`config.mk`:
```
export PLATFORM = sky130hd
export DESIGN_NAME = cmd_script_player_flat
export DESIGN_NICKNAME = d
export VERILOG_FILES = /design/src/rtl/cmd_script_player_if.sv /design/src/rtl/cmd_script_player.sv /design/src/flat_wrapper.sv
export SDC_FILE = /design/constraint.sdc
export NUM_CORES = 1
export LEC_CHECK = 0
export ABC_AREA = 1
export BUFFER_PORTS_ARGS = -buffer_cell sky130_fd_sc_hd__buf_4
export CELL_PAD_IN_SITES_DETAIL_PLACEMENT = 0
export CELL_PAD_IN_SITES_GLOBAL_PLACEMENT = 1
export CORE_UTILIZATION = 45
export CTS_BUF_LIST = sky130_fd_sc_hd__clkbuf_4 sky130_fd_sc_hd__clkbuf_8 sky130_fd_sc_hd__clkbuf_16
export DETAILED_ROUTE_END_ITERATION = 7
export PLACE_DENSITY = 0.87
export SLEW_MARGIN = 20
export SYNTH_ARGS = -nofsm -noshare
export SYNTH_HDL_FRONTEND = slang
export SYNTH_SLANG_ARGS = --single-unit
```
`constraint.sdc`:
```
create_clock -name clk -period 2.35 [get_ports clk]
set_clock_uncertainty 0.15 [all_clocks]
set_input_delay 0.3525 -clock clk [delete_from_list [all_inputs] [get_ports clk]]
set_output_delay 0.3525 -clock clk [all_outputs]
set_load 0.05 [all_outputs]
```
`src/rtl/cmd_script_player_if.sv`:
```
// remoteComm command/response handshake between the script player and the link.
interface cmd_script_player_if #(
    parameter int CMD_W  = 16,
    parameter int RESP_W = 8
);
    logic [CMD_W-1:0]  cmd;
    logic              send_cmd;
    logic              cmd_sent;
    logic              resp_rdy;
    logic [RESP_W-1:0] resp;

    modport master (output cmd, send_cmd, input cmd_sent, resp_rdy, resp);
    modport slave  (input cmd, send_cmd, output cmd_sent, resp_rdy, resp);
endinterface

```
`src/rtl/cmd_script_player.sv`:
```
// Replays a loaded script of commands through remoteComm and checks each
// response against the expected byte stored alongside its command.
module cmd_script_player #(
    parameter int DEPTH  = 16,
    parameter int CMD_W  = 16,
    parameter int RESP_W = 8,
    parameter int TO_W   = 26,
    localparam int AW    = $clog2(DEPTH)
) (
    input  logic              clk,
    input  logic              rst_n,
    input  logic              wr_en,
    input  logic [AW-1:0]     wr_addr,
    input  logic [CMD_W-1:0]  wr_cmd,
    input  logic [RESP_W-1:0] wr_exp,
    input  logic [AW:0]       num_cmds,
    input  logic              start,
    input  logic              abort,
    input  logic              stop_on_err,
    cmd_script_player_if.master rc,
    output logic              busy,
    output logic              done,
    output logic              fail,
    output logic              timed_out,
    output logic [AW:0]       pass_cnt,
    output logic [AW:0]       fail_cnt,
    output logic [AW-1:0]     fail_idx
);

    typedef enum logic [2:0] {
        IDLE, FETCH, SEND, WAIT_SENT, WAIT_RESP, NEXT, FIN
    } state_t;

    // Timeout fires on the (2^TO_W - 1)th consecutive wait cycle.
    localparam logic [TO_W-1:0] TO_LAST = {{(TO_W-1){1'b1}}, 1'b0};
    localparam logic [AW:0]     CNT_ONE = (AW+1)'(1);
    localparam logic [AW:0]     CNT_MAX = (AW+1)'(DEPTH);

    state_t state, next_state;

    logic [CMD_W-1:0]  mem_cmd [DEPTH];
    logic [RESP_W-1:0] mem_exp [DEPTH];

    logic [CMD_W-1:0]  rd_cmd;
    logic [RESP_W-1:0] rd_exp;
    logic [AW-1:0]     idx;
    logic [AW:0]       num_q;
    logic [AW:0]       num_clip;
    logic              soe_q;
    logic              ent_fail;
    logic [TO_W-1:0]   to_cnt;

    logic abort_now, to_hit, last, timeout, resp_ok, resp_bad, entry_bad;

    // Condition decode shared by the next-state and datapath logic
    always_comb begin
        num_clip  = (num_cmds > CNT_MAX) ? CNT_MAX : num_cmds;
        abort_now = abort && (state != IDLE);
        to_hit    = (to_cnt == TO_LAST);
        last      = ({1'b0, idx} == (num_q - CNT_ONE));
        timeout   = ((state == WAIT_SENT) && !rc.cmd_sent && to_hit) ||
                    ((state == WAIT_RESP) && !rc.resp_rdy && to_hit);
        resp_ok   = (state == WAIT_RESP) && rc.resp_rdy && (rc.resp == rd_exp);
        resp_bad  = (state == WAIT_RESP) && rc.resp_rdy && (rc.resp != rd_exp);
        entry_bad = timeout || resp_bad;
    end

    // State register
    always_ff @(posedge clk or negedge rst_n) begin
        if (!rst_n) state <= IDLE;
        else        state <= next_state;
    end

    // Next-state logic; abort outranks everything outside IDLE
    always_comb begin
        next_state = state;
        if (abort_now) begin
            next_state = IDLE;
        end else begin
            case (state)
                IDLE:      if (start) next_state = (num_clip == '0) ? FIN : FETCH;
                FETCH:     next_state = SEND;
                SEND:      next_state = WAIT_SENT;
                WAIT_SENT: if (rc.cmd_sent) next_state = WAIT_RESP;
                           else if (to_hit) next_state = NEXT;
                WAIT_RESP: if (rc.resp_rdy || to_hit) next_state = NEXT;
                NEXT:      next_state = ((ent_fail && soe_q) || last) ? FIN : FETCH;
                FIN:       next_state = IDLE;
                default:   next_state = IDLE;
            endcase
        end
    end

    // Outputs decoded from the state register
    always_comb begin
        busy        = (state != IDLE);
        rc.send_cmd = (state == SEND) && !abort;
        done        = (state == FIN) && !abort;
    end

    // The read register doubles as the cmd output, so cmd only changes on a fetch
    assign rc.cmd = rd_cmd;

    // Script RAM write port; writes are dropped during playback
    always_ff @(posedge clk) begin
        if (wr_en && (state == IDLE)) begin
            mem_cmd[wr_addr] <= wr_cmd;
            mem_exp[wr_addr] <= wr_exp;
        end
    end

    // Playback datapath: read register, timeout counter, results; frozen by abort
    always_ff @(posedge clk or negedge rst_n) begin
        if (!rst_n) begin
            rd_cmd    <= '0;
            rd_exp    <= '0;
            idx       <= '0;
            num_q     <= '0;
            soe_q     <= 1'b0;
            ent_fail  <= 1'b0;
            to_cnt    <= '0;
            fail      <= 1'b0;
            timed_out <= 1'b0;
            pass_cnt  <= '0;
            fail_cnt  <= '0;
            fail_idx  <= '0;
        end else if (!abort_now) begin
            if ((state == IDLE) && start) begin
                fail      <= 1'b0;
                timed_out <= 1'b0;
                pass_cnt  <= '0;
                fail_cnt  <= '0;
                fail_idx  <= '0;
                soe_q     <= stop_on_err;
                num_q     <= num_clip;
                idx       <= '0;
            end
            if (state == FETCH) begin
                rd_cmd <= mem_cmd[idx];
                rd_exp <= mem_exp[idx];
            end
            if (state == SEND) ent_fail <= 1'b0;
            if ((state == SEND) || ((state == WAIT_SENT) && rc.cmd_sent))
                to_cnt <= '0;
            else if ((state == WAIT_SENT) || (state == WAIT_RESP))
                to_cnt <= to_cnt + TO_W'(1);
            if (resp_ok) pass_cnt <= pass_cnt + CNT_ONE;
            if (entry_bad) begin
                ent_fail <= 1'b1;
                fail_cnt <= fail_cnt + CNT_ONE;
                fail     <= 1'b1;
                if (!fail) fail_idx <= idx;
            end
            if (timeout) timed_out <= 1'b1;
            if ((state == NEXT) && (next_state == FETCH)) idx <= idx + AW'(1);
        end
    end

endmodule

```
`src/flat_wrapper.sv`:
```
// flat-port wrapper written by rule: the top's interface ports become plain ports
module cmd_script_player_flat 
#(
    parameter int DEPTH  = 16,
    parameter int CMD_W  = 16,
    parameter int RESP_W = 8,
    parameter int TO_W   = 26,
    localparam int AW    = $clog2(DEPTH)
)
  (clk, rst_n, wr_en, wr_addr, wr_cmd, wr_exp, num_cmds, start, abort, stop_on_err, busy, done, fail, timed_out, pass_cnt, fail_cnt, fail_idx, rc_cmd, rc_send_cmd, rc_cmd_sent, rc_resp_rdy, rc_resp);
  cmd_script_player_if #(.CMD_W(CMD_W), .RESP_W(RESP_W)) rc_i ();
  input  logic clk;
  input  logic rst_n;
  input  logic wr_en;
  input  logic [AW-1:0] wr_addr;
  input  logic [CMD_W-1:0] wr_cmd;
  input  logic [RESP_W-1:0] wr_exp;
  input  logic [AW:0] num_cmds;
  input  logic start;
  input  logic abort;
  input  logic stop_on_err;
  output logic busy;
  output logic done;
  output logic fail;
  output logic timed_out;
  output logic [AW:0] pass_cnt;
  output logic [AW:0] fail_cnt;
  output logic [AW-1:0] fail_idx;
  output wire logic [$bits(rc_i.cmd)-1:0] rc_cmd;
  output wire logic [$bits(rc_i.send_cmd)-1:0] rc_send_cmd;
  input wire logic [$bits(rc_i.cmd_sent)-1:0] rc_cmd_sent;
  input wire logic [$bits(rc_i.resp_rdy)-1:0] rc_resp_rdy;
  input wire logic [$bits(rc_i.resp)-1:0] rc_resp;
  assign rc_cmd = rc_i.cmd;
  assign rc_send_cmd = rc_i.send_cmd;
  assign rc_i.cmd_sent = rc_cmd_sent;
  assign rc_i.resp_rdy = rc_resp_rdy;
  assign rc_i.resp = rc_resp;
  cmd_script_player #(.DEPTH(DEPTH), .CMD_W(CMD_W), .RESP_W(RESP_W), .TO_W(TO_W)) u_core (.clk(clk), .rst_n(rst_n), .wr_en(wr_en), .wr_addr(wr_addr), .wr_cmd(wr_cmd), .wr_exp(wr_exp), .num_cmds(num_cmds), .start(start), .abort(abort), .stop_on_err(stop_on_err), .rc(rc_i), .busy(busy), .done(done), .fail(fail), .timed_out(timed_out), .pass_cnt(pass_cnt), .fail_cnt(fail_cnt), .fail_idx(fail_idx));
endmodule
```
==> run summary, run 1 <==
• finished clean — status
• sky130_fd_sc_hd__nor2_1, sky130_fd_sc_hd__edfxtp_1, sky130_fd_sc_hd__o21ai_0, sky130_fd_sc_hd__nand2_1, sky130_fd_sc_hd__o211ai_1 — most frequent cells after synthesis
• 0 — number of pins exceeding their max-slew limit in the final report
• reg -> reg — category of the critical setup timing path
• 72500 µm — global-route wire length before repair
• 88 — maximum number of pins on one net before global-route repair
• 1857 — Total Nets Final
• 43800 µm² — floorplan die area
• 0.148 — ratio of cells with drive above 1 in the final layout
• 13308 — via count of the routed design
• 0 — global-route congestion overflow total
• 19.0% — Area Growth Syn to Fin
• 0.173 — Gate power share
• 0.767 mV — VDD IR-drop max
• 84 — top-level port count
• sky130_fd_sc_hd__clkbuf_16 — CTS Root Cell
• 0.946 — portion of the clock cycle consumed by the worst path in the final layout
• 209 µm — die boundary width
• 0 — count of maximum capacitance violations
• 12974 — via count of the first global-routing pass
• 1158 — count of routing violations after the opening detailed-route iteration
• 2 — number of H-tree branching levels
• 19300 µm² — mapped cell area
• 40 — unique cell type count in the Yosys netlist
• 42100 µm² — area of the placeable core
• 0.657 ns — slew at the pin closest to its max-slew limit
• 83 — buffers added on ports
• sky130_fd_sc_hd__edfxtp_1 — cell type with the largest total area after synthesis
• 28000 µm — post-detailed-placement half-perimeter wirelength
• 0.160 ns — Place WS
• 0 — Ant. Diodes
• 0.455 — part of the power in registers
• 1728 — post-synthesis net count
• 1673 — Syn Inst Count
• 6.17 mW — switching pwr
• rc_resp_rdy — Worst Hold Launch
• in -> reg — class of the tightest hold or removal check
• flop — type of element launching the critical path
• u_core.state[1]$_DFF_PN0_ — beginning of the critical path
• built — TritonCTS clock tree
• 0.700 — post-synthesis sequential area ratio
• 23000 µm² — Final Instance Area
• 11.6 µm² — Mapped Avg Cell Area
• 450 MHz — maximum clock rate
• 3355 — count of fill cells added during filler insertion
• 464 — number of storage elements in the synthesis netlist
• 0.06 ns — clock transition at the register clock pins on the worst setup and hold paths after CTS
• u_core.state[1]$_DFF_PN0_ — reg-to-reg critical path startpoint
• 15.6 mW — Cell Int Power
• 0.459 — Initial Utilization
• 2.49 ns — worst path required time
• 0.215 — All-Layer GR Usage
• 0 — post-CTS setup buffer count
• 5.60 — routed via count divided by cell count
• 0.59 ns — source-to-sink clock delay at the later pin of the worst-skew pair
• 0.546 — fraction of the core area covered by cells at the end of the flow
• sky130_fd_sc_hd__edfxtp_1 — most frequently used flop master after synthesis
• 0 — DRC violation count after routing
• 21000 µm² — Cell Area, Placed
• 0 — Setup Viol. Count Final
• 0.373 — proportion of power drawn by the clock network
• 0.596 — fraction of post-synthesis cell area in the top cell type by area
• 0 — Syn. warnings
• 46800 µm — total wire length
• 0 — final antenna-violating net count
• 0.284 — switching share of power
• 0.172 — share of flip-flops with an asynchronous set or reset
• 3 — maximum buffer depth of the clock tree
• 0.127 ns — Worst Slack Setup Final
• 9 — critical-path maximum fanout
• 2.22 ns — shortest clock period the worst path allows after layout
• 21.8 mW — overall power of the completed layout
• 0 — antenna violations before repair
• true — unrepaired setup endpoints after global routing
• flop — Critical Path Sink Type
• sky130_fd_sc_hd__nor2_1 — leading cell type by number of instances after synthesis
• 464 — clock net sink count
• 8.33 nW — P_leak
• 0.825 — Placer Congestion
• 19.7 µm — final routed wire length divided by cell count
• 946 nW/µm² — total power per unit cell area
• 75 — row count
• 2.36 ns — Arrival @ worst endpoint
• sky130_fd_sc_hd__edfxtp_1, sky130_fd_sc_hd__dfrtp_1, sky130_fd_sc_hd__nor2_1, sky130_fd_sc_hd__o21ai_0, sky130_fd_sc_hd__o211ai_1 — most area-consuming cells after synthesis
• 0 — Hold Vio Cnt, Final
• 47 — number of buffers added by the clock tree synthesis step
• 0.562 — Max-Slew Margin vs Limit
• 5 — TritonRoute pass-1 iters
• 209 µm — Chip Height
• 384 — number of synthesized flops with an enable pin
==> cells in the final DEF (no fill, tap or decap), drive strengths merged, types with 2 or more instances in the layout <==
| cell | netlist | routed |
|---|---|---|
| a31oi | 29 | 29 |
| nor3b | 2 | 2 |
| dlygate4sd3 | 0 | 33 |
| nand4 | 7 | 7 |
| bufinv | 0 | 9 |
| a21oi | 11 | 11 |
| o211ai | 96 | 96 |
| nand2 | 165 | 165 |
| o21ai | 215 | 215 |
| ha | 6 | 6 |
| clkinv | 1 | 15 |
| nor4 | 2 | 2 |
| nor2 | 392 | 392 |
| o2111ai | 2 | 2 |
| edfxtp | 384 | 384 |
| inv | 58 | 60 |
| buf | 51 | 138 |
| nor3 | 12 | 12 |
| dfrtp | 80 | 80 |
| clkbuf | 40 | 57 |
| clkinvlp | 0 | 4 |
| xnor2 | 6 | 6 |
| xor2 | 13 | 13 |
| nand3 | 94 | 94 |
==> power groups by stage <==
stage               Clock [mW]  Combinational (mW)  Sequential (mW)
detailed placement           0                3.69             10.1
global route              8.54                4.12             9.96
finish                    8.10                3.75             9.90
floorplan                    0                2.09             10.4
global placement             0                3.61             10.0
CTS                       8.24                3.76             9.89
==> state kept, by name, indices dropped and copies added, names as in the netlist, 3 cells and up <==
signal and cells:
u_core.fail_idx 4, u_core.mem_exp 128, u_core.pass_cnt 5, u_core.idx 4, u_core.mem_cmd 256, u_core.rc.cmd 16
u_core.fail_cnt 5, u_core.to_cnt 26, u_core.state 3, u_core.rd_exp 8, u_core.num_q 5
==> area by class of cell <==
class / instances / area (µm²) / area share
clock buffers: 57 / 1300 / 0.0565
clock inverters: 29 / 397 / 0.0172
multi-input cells: 1059 / 5260 / 0.229
flip-flops and latches: 464 / 13500 / 0.589
repair buffers: 171 / 1610 / 0.0699
well taps: 539 / 674 / 0.0293
inverters: 59 / 224 / 0.00974
==> critical path: stages (launching register included) <==
cell and delay (ns):
sky130_fd_sc_hd__dfrtp_1 0.46, sky130_fd_sc_hd__nor2_2 0.19, sky130_fd_sc_hd__nand2_2 0.10, sky130_fd_sc_hd__nor2_1 0.10
sky130_fd_sc_hd__buf_4 0.16, sky130_fd_sc_hd__nand2_1 0.22, sky130_fd_sc_hd__nor2_4 0.36, sky130_fd_sc_hd__buf_12 0.18
==> final timing paths <==
kind | to | slack, ns | cells after the start
max in group asynchronous | u_core.rc.cmd[14]$_DFFE_PN0P_ | 1.15 | 3
min in group asynchronous | u_core.to_cnt[17]$_DFFE_PN0P_ | 0.18 | 2
worst min-delay path | u_core.timed_out$_DFFE_PN0P_ | 0.05 | 4
worst min register to register | u_core.soe_q$_DFFE_PN0P_ | 0.33 | 2
worst max register to register | u_core.mem_exp[10][1]$_DFFE_PP_ | 0.13 | 7
worst max-delay path | u_core.mem_exp[10][1]$_DFFE_PP_ | 0.13 | 7
==> timing repair <==
item                       4_1_cts  5_1_grt
gates resized for setup          0        5
setup endpoints to repair        0        3
hold buffers                    33        0
hold endpoints to repair       433        0
==> per-layer routing <==
layer / part of all wire / track usage / up-vias
met5: 0 / 0 / -
met4: 0.027 / 0.0712 / 0
met3: 0.079 / 0.0440 / 92
met2: 0.48 / 0.358 / 526
met1: 0.41 / 0.283 / 6475
li1: - / - / 6215
==> through the flow <==
stage,std cells,TNS [ns],hold slack [ns]
detailed placement,2259,0,0.277
floorplan,1673,-38.89,-0.0931
global route,2378,-0.00694,0.0617
global placement,2259,0,0.271
finish,2378,0,0.0509
CTS,2378,0,0.0166
==> logic make-up after synthesis <==
kind of cell | Yosys count | share of synthesized area
flops | 464 | 0.700
xor+xnor | 19 | 0.00861
simple gates | 678 | 0.145
compound gates | 356 | 0.108
buf+inv | 150 | 0.0348
fa+ha+maj | 6 | 0.00388
Power figures use the tool's default switching activity.
==> run 2: changes to the inputs <==
--- a/config.mk
+++ b/config.mk
@@ -9,10 +9,10 @@
 export BUFFER_PORTS_ARGS = -buffer_cell sky130_fd_sc_hd__buf_4
 export CELL_PAD_IN_SITES_DETAIL_PLACEMENT = 0
 export CELL_PAD_IN_SITES_GLOBAL_PLACEMENT = 1
-export CORE_UTILIZATION = 45
+export CORE_UTILIZATION = 54
 export CTS_BUF_LIST = sky130_fd_sc_hd__clkbuf_4 sky130_fd_sc_hd__clkbuf_8 sky130_fd_sc_hd__clkbuf_16
 export DETAILED_ROUTE_END_ITERATION = 7
-export PLACE_DENSITY = 0.87
+export PLACE_DENSITY = 0.95
 export SLEW_MARGIN = 20
 export SYNTH_ARGS = -nofsm -noshare
 export SYNTH_HDL_FRONTEND = slang
==> constraint.sdc (replaced) <==
create_clock -name clk -period 2.9 [get_ports clk]
set_clock_uncertainty 0.15 [all_clocks]
set_input_delay 0.435 -clock clk [delete_from_list [all_inputs] [get_ports clk]]
set_output_delay 0.435 -clock clk [all_outputs]
set_load 0.05 [all_outputs]
==> run 2 against run 1 <==
  * Maximum frequency shrank 16%
  * Core utilization up 9.3 points
  * Worst setup slack improved by 0.14 ns
  * Combinational power decreased by 21%
  * Die area shrank 17%
  * Hold slack worse by 0.022 ns
  * Critical path depth fell by 1
  * Clock-buffer cell count up 14
  * Flip-flop and latch count unchanged
  * First-iteration DRC count rose by 8.4%
  * Sequential share of layout area increased by 1.9 points
==> run summary, run 2 (synthesized netlist as in run 1, its figures left out) <==
• finished clean — status
• 0.251 — All-Layer GR Usage, +0.0356
• 83 — buffers added on ports, unchanged
• 46 — number of buffers added by the clock tree synthesis step, -2.1%
• 0.905 ns — slew at the pin closest to its max-slew limit, +0.249 ns
• 2.64 ns — shortest clock period the worst path allows after layout, +0.413 ns
• 1255 — count of routing violations after the opening detailed-route iteration, +8.4%
• 34900 µm² — area of the placeable core, -17%
• 0 — number of pins exceeding their max-slew limit in the final report, unchanged
• 0 — global-route congestion overflow total, unchanged
• 0.26 ns — reg-to-reg setup timing slack, +0.14 ns
• 464 — clock net sink count, unchanged
• 761 nW/µm² — total power per unit cell area, -20%
• sky130_fd_sc_hd__clkbuf_16 — CTS Root Cell
• sky130_fd_sc_hd__edfxtp_1, sky130_fd_sc_hd__nor2_1, sky130_fd_sc_hd__o21ai_0, sky130_fd_sc_hd__nand2_1, sky130_fd_sc_hd__buf_4 — most frequent cells in the layout
• 0 — count of maximum capacitance violations, unchanged
• 15.3% — Area Growth Syn to Fin
• 0.06 ns — clock transition at the register clock pins on the worst setup and hold paths after CTS, about the same
• 19.9 µm — final routed wire length divided by cell count, +1.3%
• 0 ns — setup TNS after final layout, unchanged
• 5 — TritonRoute pass-1 iters, unchanged
• 0 — final antenna-violating net count, unchanged
• 0 — antenna violations before repair, unchanged
• 13101 — via count of the first global-routing pass, +0.98%
• 2169 — Placed Instances, -4.0%
• 379 MHz — maximum clock rate, -16%
• 68 — row count, -9.3%
• 256 — max FFs per register, unchanged
• 0 — DRC violation count after routing, unchanged
• false — unrepaired setup endpoints after global routing
• 191 µm — die boundary width, -8.6%
• built — TritonCTS clock tree
• 1 — Hold Path Depth, -3
• 0.819 — Placer Congestion, -0.79%
• u_core.mem_cmd[8][11]$_DFFE_PP_ — Hold Path End
• 20700 µm² — Cell Area, Placed, -1.3%
• 0 — post-CTS setup buffer count, unchanged
• 0.47 ns — delay contributed by the slowest stage of the critical path, about the same
• 2 — number of H-tree branching levels, unchanged
• flop — type of element launching the critical path
• 0.909 — portion of the clock cycle consumed by the worst path in the final layout, -0.0369
• reg -> reg — category of the critical setup timing path
• u_core.mem_cmd[9][15]$_DFFE_PP_ — endpoint of the lowest-slack register-to-register path
• 0 — Setup Viol. Count Final, unchanged
• sky130_fd_sc_hd__edfxtp_1 — commonest non-fill, non-tap cell in the layout
• 17.0 mW — overall power of the completed layout, -22%
• 2507 — count of fill cells added during filler insertion, -25%
• in -> reg — class of the tightest hold or removal check
• 13316 — via count of the routed design, +0.060%
• 2259 — count of placed standard cells in the final layout, fillers left out, -5.0%
• 0.554 — Initial Utilization, +0.0954
• 0.397 — Max-Slew Margin vs Limit, -0.166
• 21 — critical-path maximum fanout, +12
• 26800 µm — post-detailed-placement half-perimeter wirelength, -4.4%
• u_core.mem_cmd — register with the most flip-flops
• flop — Critical Path Sink Type
• sky130_fd_sc_hd__nand3_1 — slowest CP cell
• 191 µm — Chip Height, -8.6%
• 0 — Ant. Diodes, unchanged
• wr_cmd[11] — Worst Hold Launch
• 5.89 — routed via count divided by cell count, +5.3%
• 0.56 ns — source-to-sink clock delay at the later pin of the worst-skew pair, -0.03 ns
• 36600 µm² — floorplan die area, -17%
• 45000 µm — total wire length, -3.8%
• 0.651 mV — VDD IR-drop max, -15%
• 6 — length in cells of the worst reg-to-reg path, -1
• 8.11 nW — P_leak, -2.6%
• 2.99 ns — worst path required time, +0.50 ns
• u_core.state[1]$_DFF_PN0_ — reg-to-reg critical path startpoint
• 22300 µm² — Final Instance Area, -3.1%
• 2.73 ns — Arrival @ worst endpoint, +0.37 ns
• 1822 — Total Nets Final, -1.9%
• 197 — maximum number of pins on one net before global-route repair, +120%
• 0.144 — ratio of cells with drive above 1 in the final layout, -0.00488
• 69900 µm — global-route wire length before repair, -3.6%
• nor2_2 > nand2_2 > nor2_1 > nand3_1 > nor2_4 > buf_12 — critical path, cell by cell
• 0 — Hold Vio Cnt, Final, unchanged
• 84 — top-level port count, unchanged
• 3 — maximum buffer depth of the clock tree, unchanged
• u_core.mem_cmd: 256 flops, u_core.mem_exp: 128 flops, u_core.to_cnt: 26 flops — leading registers by flop count
-- run 2: cell count changes in the layout (fill, tap and decap cells not counted), sizes merged --
| cell | previous run | this run |
|---|---|---|
| bufinv | 9 | 3 |
| clkbuf | 57 | 71 |
| clkinv | 15 | 11 |
| buf | 138 | 132 |
| clkinvlp | 4 | 0 |
| dlygate4sd3 | 33 | 5 |
| inv | 60 | 59 |
-- run 2: area by class of cell --
type | count | area (µm²) | area share
Clock buffer | 71 | 1410 | 0.0633
Clock inverter | 14 | 146 | 0.00656
Inverter | 59 | 224 | 0.0100
Multi-Input combinational cell | 1059 | 5250 | 0.236
Sequential cell | 464 | 13500 | 0.607
Tap cell | 455 | 569 | 0.0255
Timing Repair Buffer | 137 | 1150 | 0.0517
-- run 2: metal layers --
metal  vias up  track usage  share of wire
li1       6149            -              -
met1      6480        0.334           0.40
met2       593        0.422           0.49
met3        94       0.0351          0.076
met4         0       0.0882          0.029
met5         -            0              0
-- run 2: worst max-delay path by stage --
stage	startpoint	end	slack, ns	cells past startpoint
floorplan	u_core.state[1]$_DFF_PN0_	u_core.mem_cmd[11][0]$_DFFE_PP_	0.1	5
global route	u_core.state[1]$_DFF_PN0_	u_core.mem_cmd[9][15]$_DFFE_PP_	0.17	6
global placement	u_core.state[1]$_DFF_PN0_	u_core.mem_exp[9][1]$_DFFE_PP_	0.42	6
CTS	u_core.state[1]$_DFF_PN0_	u_core.mem_cmd[9][15]$_DFFE_PP_	0.32	6
detailed placement	u_core.state[1]$_DFF_PN0_	u_core.mem_exp[9][1]$_DFFE_PP_	0.31	6
finish	u_core.state[1]$_DFF_PN0_	u_core.mem_cmd[9][15]$_DFFE_PP_	0.26	6
-- run 2: where the power goes --
| group | internal [mW] | switching [mW] | leakage, nW |
|---|---|---|---|
| combinational | 0.881 | 2.07 | 2.84 |
| clock | 3.62 | 2.39 | 0.787 |
| sequential | 7.68 | 0.328 | 4.48 |
| total | 12.2 | 4.79 | 8.11 |
-- run 2: repair_timing --
action	4_1_cts	5_1_grt
setup endpoints to repair	0	0
hold buffers	5	0
resized for setup	0	0
endpoints found under the hold margin	65	0
-- run 2: worst max-delay path, delay by kind of cell (launching register included) --
| family | cells | cell delay, ns |
|---|---|---|
| AND/OR/NAND/NOR | 5 | 1.51 |
| flip-flops | 1 | 0.44 |
| buffers and inverters | 1 | 0.22 |
-- run 2: per-stage QoR --
| stage | hold WS (ns) | utilization | setup WS [ns] |
|---|---|---|---|
| finish | 0.0288 | 0.639 | 0.264 |
| global route | 0.0208 | 0.639 | 0.172 |
| CTS | 0.0111 | 0.639 | 0.320 |
| detailed placement | 0.334 | 0.593 | 0.315 |
| global placement | 0.313 | 0.593 | 0.424 |
| floorplan | -0.0106 | - | 0.0995 |
==> run 3: changes to the inputs <==
--- a/config.mk
+++ b/config.mk
@@ -7,12 +7,10 @@
 export LEC_CHECK = 0
 export ABC_AREA = 1
 export BUFFER_PORTS_ARGS = -buffer_cell sky130_fd_sc_hd__buf_4
-export CELL_PAD_IN_SITES_DETAIL_PLACEMENT = 0
-export CELL_PAD_IN_SITES_GLOBAL_PLACEMENT = 1
-export CORE_UTILIZATION = 54
+export CORE_UTILIZATION = 55
 export CTS_BUF_LIST = sky130_fd_sc_hd__clkbuf_4 sky130_fd_sc_hd__clkbuf_8 sky130_fd_sc_hd__clkbuf_16
 export DETAILED_ROUTE_END_ITERATION = 7
-export PLACE_DENSITY = 0.95
+export PLACE_DENSITY = 0.83
 export SLEW_MARGIN = 20
 export SYNTH_ARGS = -nofsm -noshare
 export SYNTH_HDL_FRONTEND = slang
==> run 3 against run 2 <==
  * Design area barely moved
  * Combinational power rose by 2%
  * Maximum frequency fell by 4.5%
  * Clock-buffer cell count fell by 5
  * Die area fell by 1.8%
  * Critical path depth did not move
  * Global-route usage rose by 1.0 points
==> run summary, run 3 (synthesized netlist as in run 1, its figures left out) <==
• 46 — number of buffers added by the clock tree synthesis step, unchanged
• in -> reg — class of the tightest hold or removal check
• 1813 — Total Nets Final, -0.49%
• 2 — number of H-tree branching levels, unchanged
• nor2_2 > nand2_2 > nor2_1 > nand3_1 > nor2_4 > buf_12 — critical path, cell by cell
• 362 MHz — maximum clock rate, -4.5%
• 20.7 µm — final routed wire length divided by cell count, +3.9%
• 113 — maximum number of pins on one net before global-route repair, -43%
• 5250 µm² — Multi-input gate area, unchanged
• 68 — row count, unchanged
• 13249 — via count of the first global-routing pass, +1.1%
• 0 — Hold Vio Cnt, Final, unchanged
• 0.47 ns — delay contributed by the slowest stage of the critical path, about the same
• 0 ns — setup TNS after final layout, unchanged
• 27200 µm — post-detailed-placement half-perimeter wirelength, +1.5%
• 0.467 — Max-Slew Margin vs Limit, +0.0701
• 0.645 — fraction of the core area covered by cells at the end of the flow, +0.00608
• 256 — max FFs per register, unchanged
• 0.261 — All-Layer GR Usage, +0.0102
• 189 µm — Chip Height, -0.90%
• 0 — number of pins exceeding their max-slew limit in the final report, unchanged
• 3 — maximum buffer depth of the clock tree, unchanged
• 0.57 ns — source-to-sink clock delay at the later pin of the worst-skew pair, about the same
• 15.3% — Area Growth Syn to Fin, about the same
• sky130_fd_sc_hd__edfxtp_1, sky130_fd_sc_hd__nor2_1, sky130_fd_sc_hd__o21ai_0, sky130_fd_sc_hd__nand2_1, sky130_fd_sc_hd__buf_4 — most frequent cells in the layout
• 464 — clock net sink count, unchanged
• 0.520 mV — VDD IR-drop max, -20%
• sky130_fd_sc_hd__clkbuf_16 — CTS Root Cell
• 0 — antenna violations before repair, unchanged
• 0.952 — portion of the clock cycle consumed by the worst path in the final layout, +0.0428
• 1587 — count of routing violations after the opening detailed-route iteration, +26%
• 3.01 ns — worst path required time, +0.02 ns
• flop — type of element launching the critical path
• 0 — post-CTS setup buffer count, unchanged
• 0 — count of maximum capacitance violations, unchanged
• 84 — top-level port count, unchanged
• 0 — DRC violation count after routing, unchanged
• 13500 µm² — FF+latch area, unchanged
• 13647 — via count of the routed design, +2.5%
• 2248 — count of placed standard cells in the final layout, fillers left out, -0.49%
• 46600 µm — total wire length, +3.4%
• reg -> reg — category of the critical setup timing path
• 0.138 — ratio of cells with drive above 1 in the final layout, -0.00525
• 0.0272 ns — Worst Hold Margin, -0.00156 ns
• 2160 — Placed Instances, -0.41%
• 0.800 ns — slew at the pin closest to its max-slew limit, -0.105 ns
• 6.07 — routed via count divided by cell count, +3.0%
• 34500 µm² — area of the placeable core, -0.98%
• 0 — Setup Viol. Count Final, unchanged
• 189 µm — die boundary width, -0.90%
• 35900 µm² — floorplan die area, -1.8%
• u_core.mem_cmd: 256 flops, u_core.mem_exp: 128 flops, u_core.to_cnt: 26 flops — leading registers by flop count
• 7 — TritonRoute pass-1 iters, +2
• 17.1 mW — overall power of the completed layout, +0.66%
• 0.906 — Placer Congestion, +11%
• 8.06 nW — P_leak, -0.58%
• 2.76 ns — shortest clock period the worst path allows after layout, +0.124 ns
• 17 — critical-path maximum fanout, -19%
• 2430 — count of fill cells added during filler insertion, -3.1%
• 2.87 ns — Arrival @ worst endpoint, +0.14 ns
• built — TritonCTS clock tree
• u_core.mem_cmd — register with the most flip-flops
• 0 — global-route congestion overflow total, unchanged
• 0.06 ns — clock transition at the register clock pins on the worst setup and hold paths after CTS, about the same
• 766 nW/µm² — total power per unit cell area, +0.70%
• 0 — Ant. Diodes, unchanged
• 72000 µm — global-route wire length before repair, +3.0%
• sky130_fd_sc_hd__edfxtp_1 — commonest non-fill, non-tap cell in the layout
• sky130_fd_sc_hd__nor2_1 — slowest CP cell
• finished clean — status
• 0.560 — Initial Utilization, +0.00546
• 0 — final antenna-violating net count, unchanged
• false — unrepaired setup endpoints after global routing
• 83 — buffers added on ports, unchanged
• flop — Critical Path Sink Type
-- run 3: repair_timing --
item | 4_1_cts | 5_1_grt
hold endpoints to repair | 57 | 0
hold buffers | 5 | 0
gates resized for setup | 0 | 0
-- run 3: power breakdown --
group / switching (mW) / internal, mW
Combinational: 2.13 / 0.873
Clock: 2.48 / 3.59
Sequential: 0.331 / 7.68
Total: 4.94 / 12.1
-- run 3: worst max-delay path, delay by kind of cell, from the launching register on --
kind / cells / cell delay (ns)
buffers and inverters: 1 / 0.21
flip-flops: 1 / 0.45
AND/OR/NAND/NOR: 5 / 1.62
-- run 3: cell type report --
cell class | count | area share
Clock buffer | 66 | 0.0601
Inverter | 59 | 0.0100
Tap cell | 455 | 0.0255
Timing Repair Buffer | 128 | 0.0515
Multi-Input combinational cell | 1059 | 0.236
Clock inverter | 17 | 0.00971
Sequential cell | 464 | 0.607
-- run 3: metrics by stage --
stage	worst slack, ns	cell area (µm²)
2_1_floorplan	0.0995	19300
6_report	0.140	22300
3_3_place_gp	0.371	20700
3_5_place_dp	0.278	20700
5_1_grt	0.140	22300
4_1_cts	0.252	22300
-- run 3: path summary, 6_finish.rpt --
kind	start	end	slack, ns	cells past startpoint
worst max-delay path	u_core.state[1]$_DFF_PN0_	u_core.mem_exp[13][6]$_DFFE_PP_	0.14	6
worst min-delay path	wr_cmd[10]	u_core.mem_cmd[11][10]$_DFFE_PP_	0.03	1
worst max register to register	u_core.state[1]$_DFF_PN0_	u_core.mem_exp[13][6]$_DFFE_PP_	0.14	6
worst min register to register	u_core.to_cnt[16]$_DFFE_PN0P_	u_core.to_cnt[16]$_DFFE_PN0P_	0.35	1
max in group asynchronous	rst_n	u_core.pass_cnt[0]$_DFFE_PN0P_	1.48	3
min in group asynchronous	rst_n	u_core.to_cnt[0]$_DFFE_PN0P_	0.36	2
-- run 3: metal layers --
metal | vias up | wire length, µm | track usage
li1 | 6125 | - | -
met1 | 6606 | 17800 | 0.348
met2 | 790 | 22900 | 0.429
met3 | 126 | 4130 | 0.0400
met4 | 0 | 1760 | 0.110
met5 | - | 0 | 0
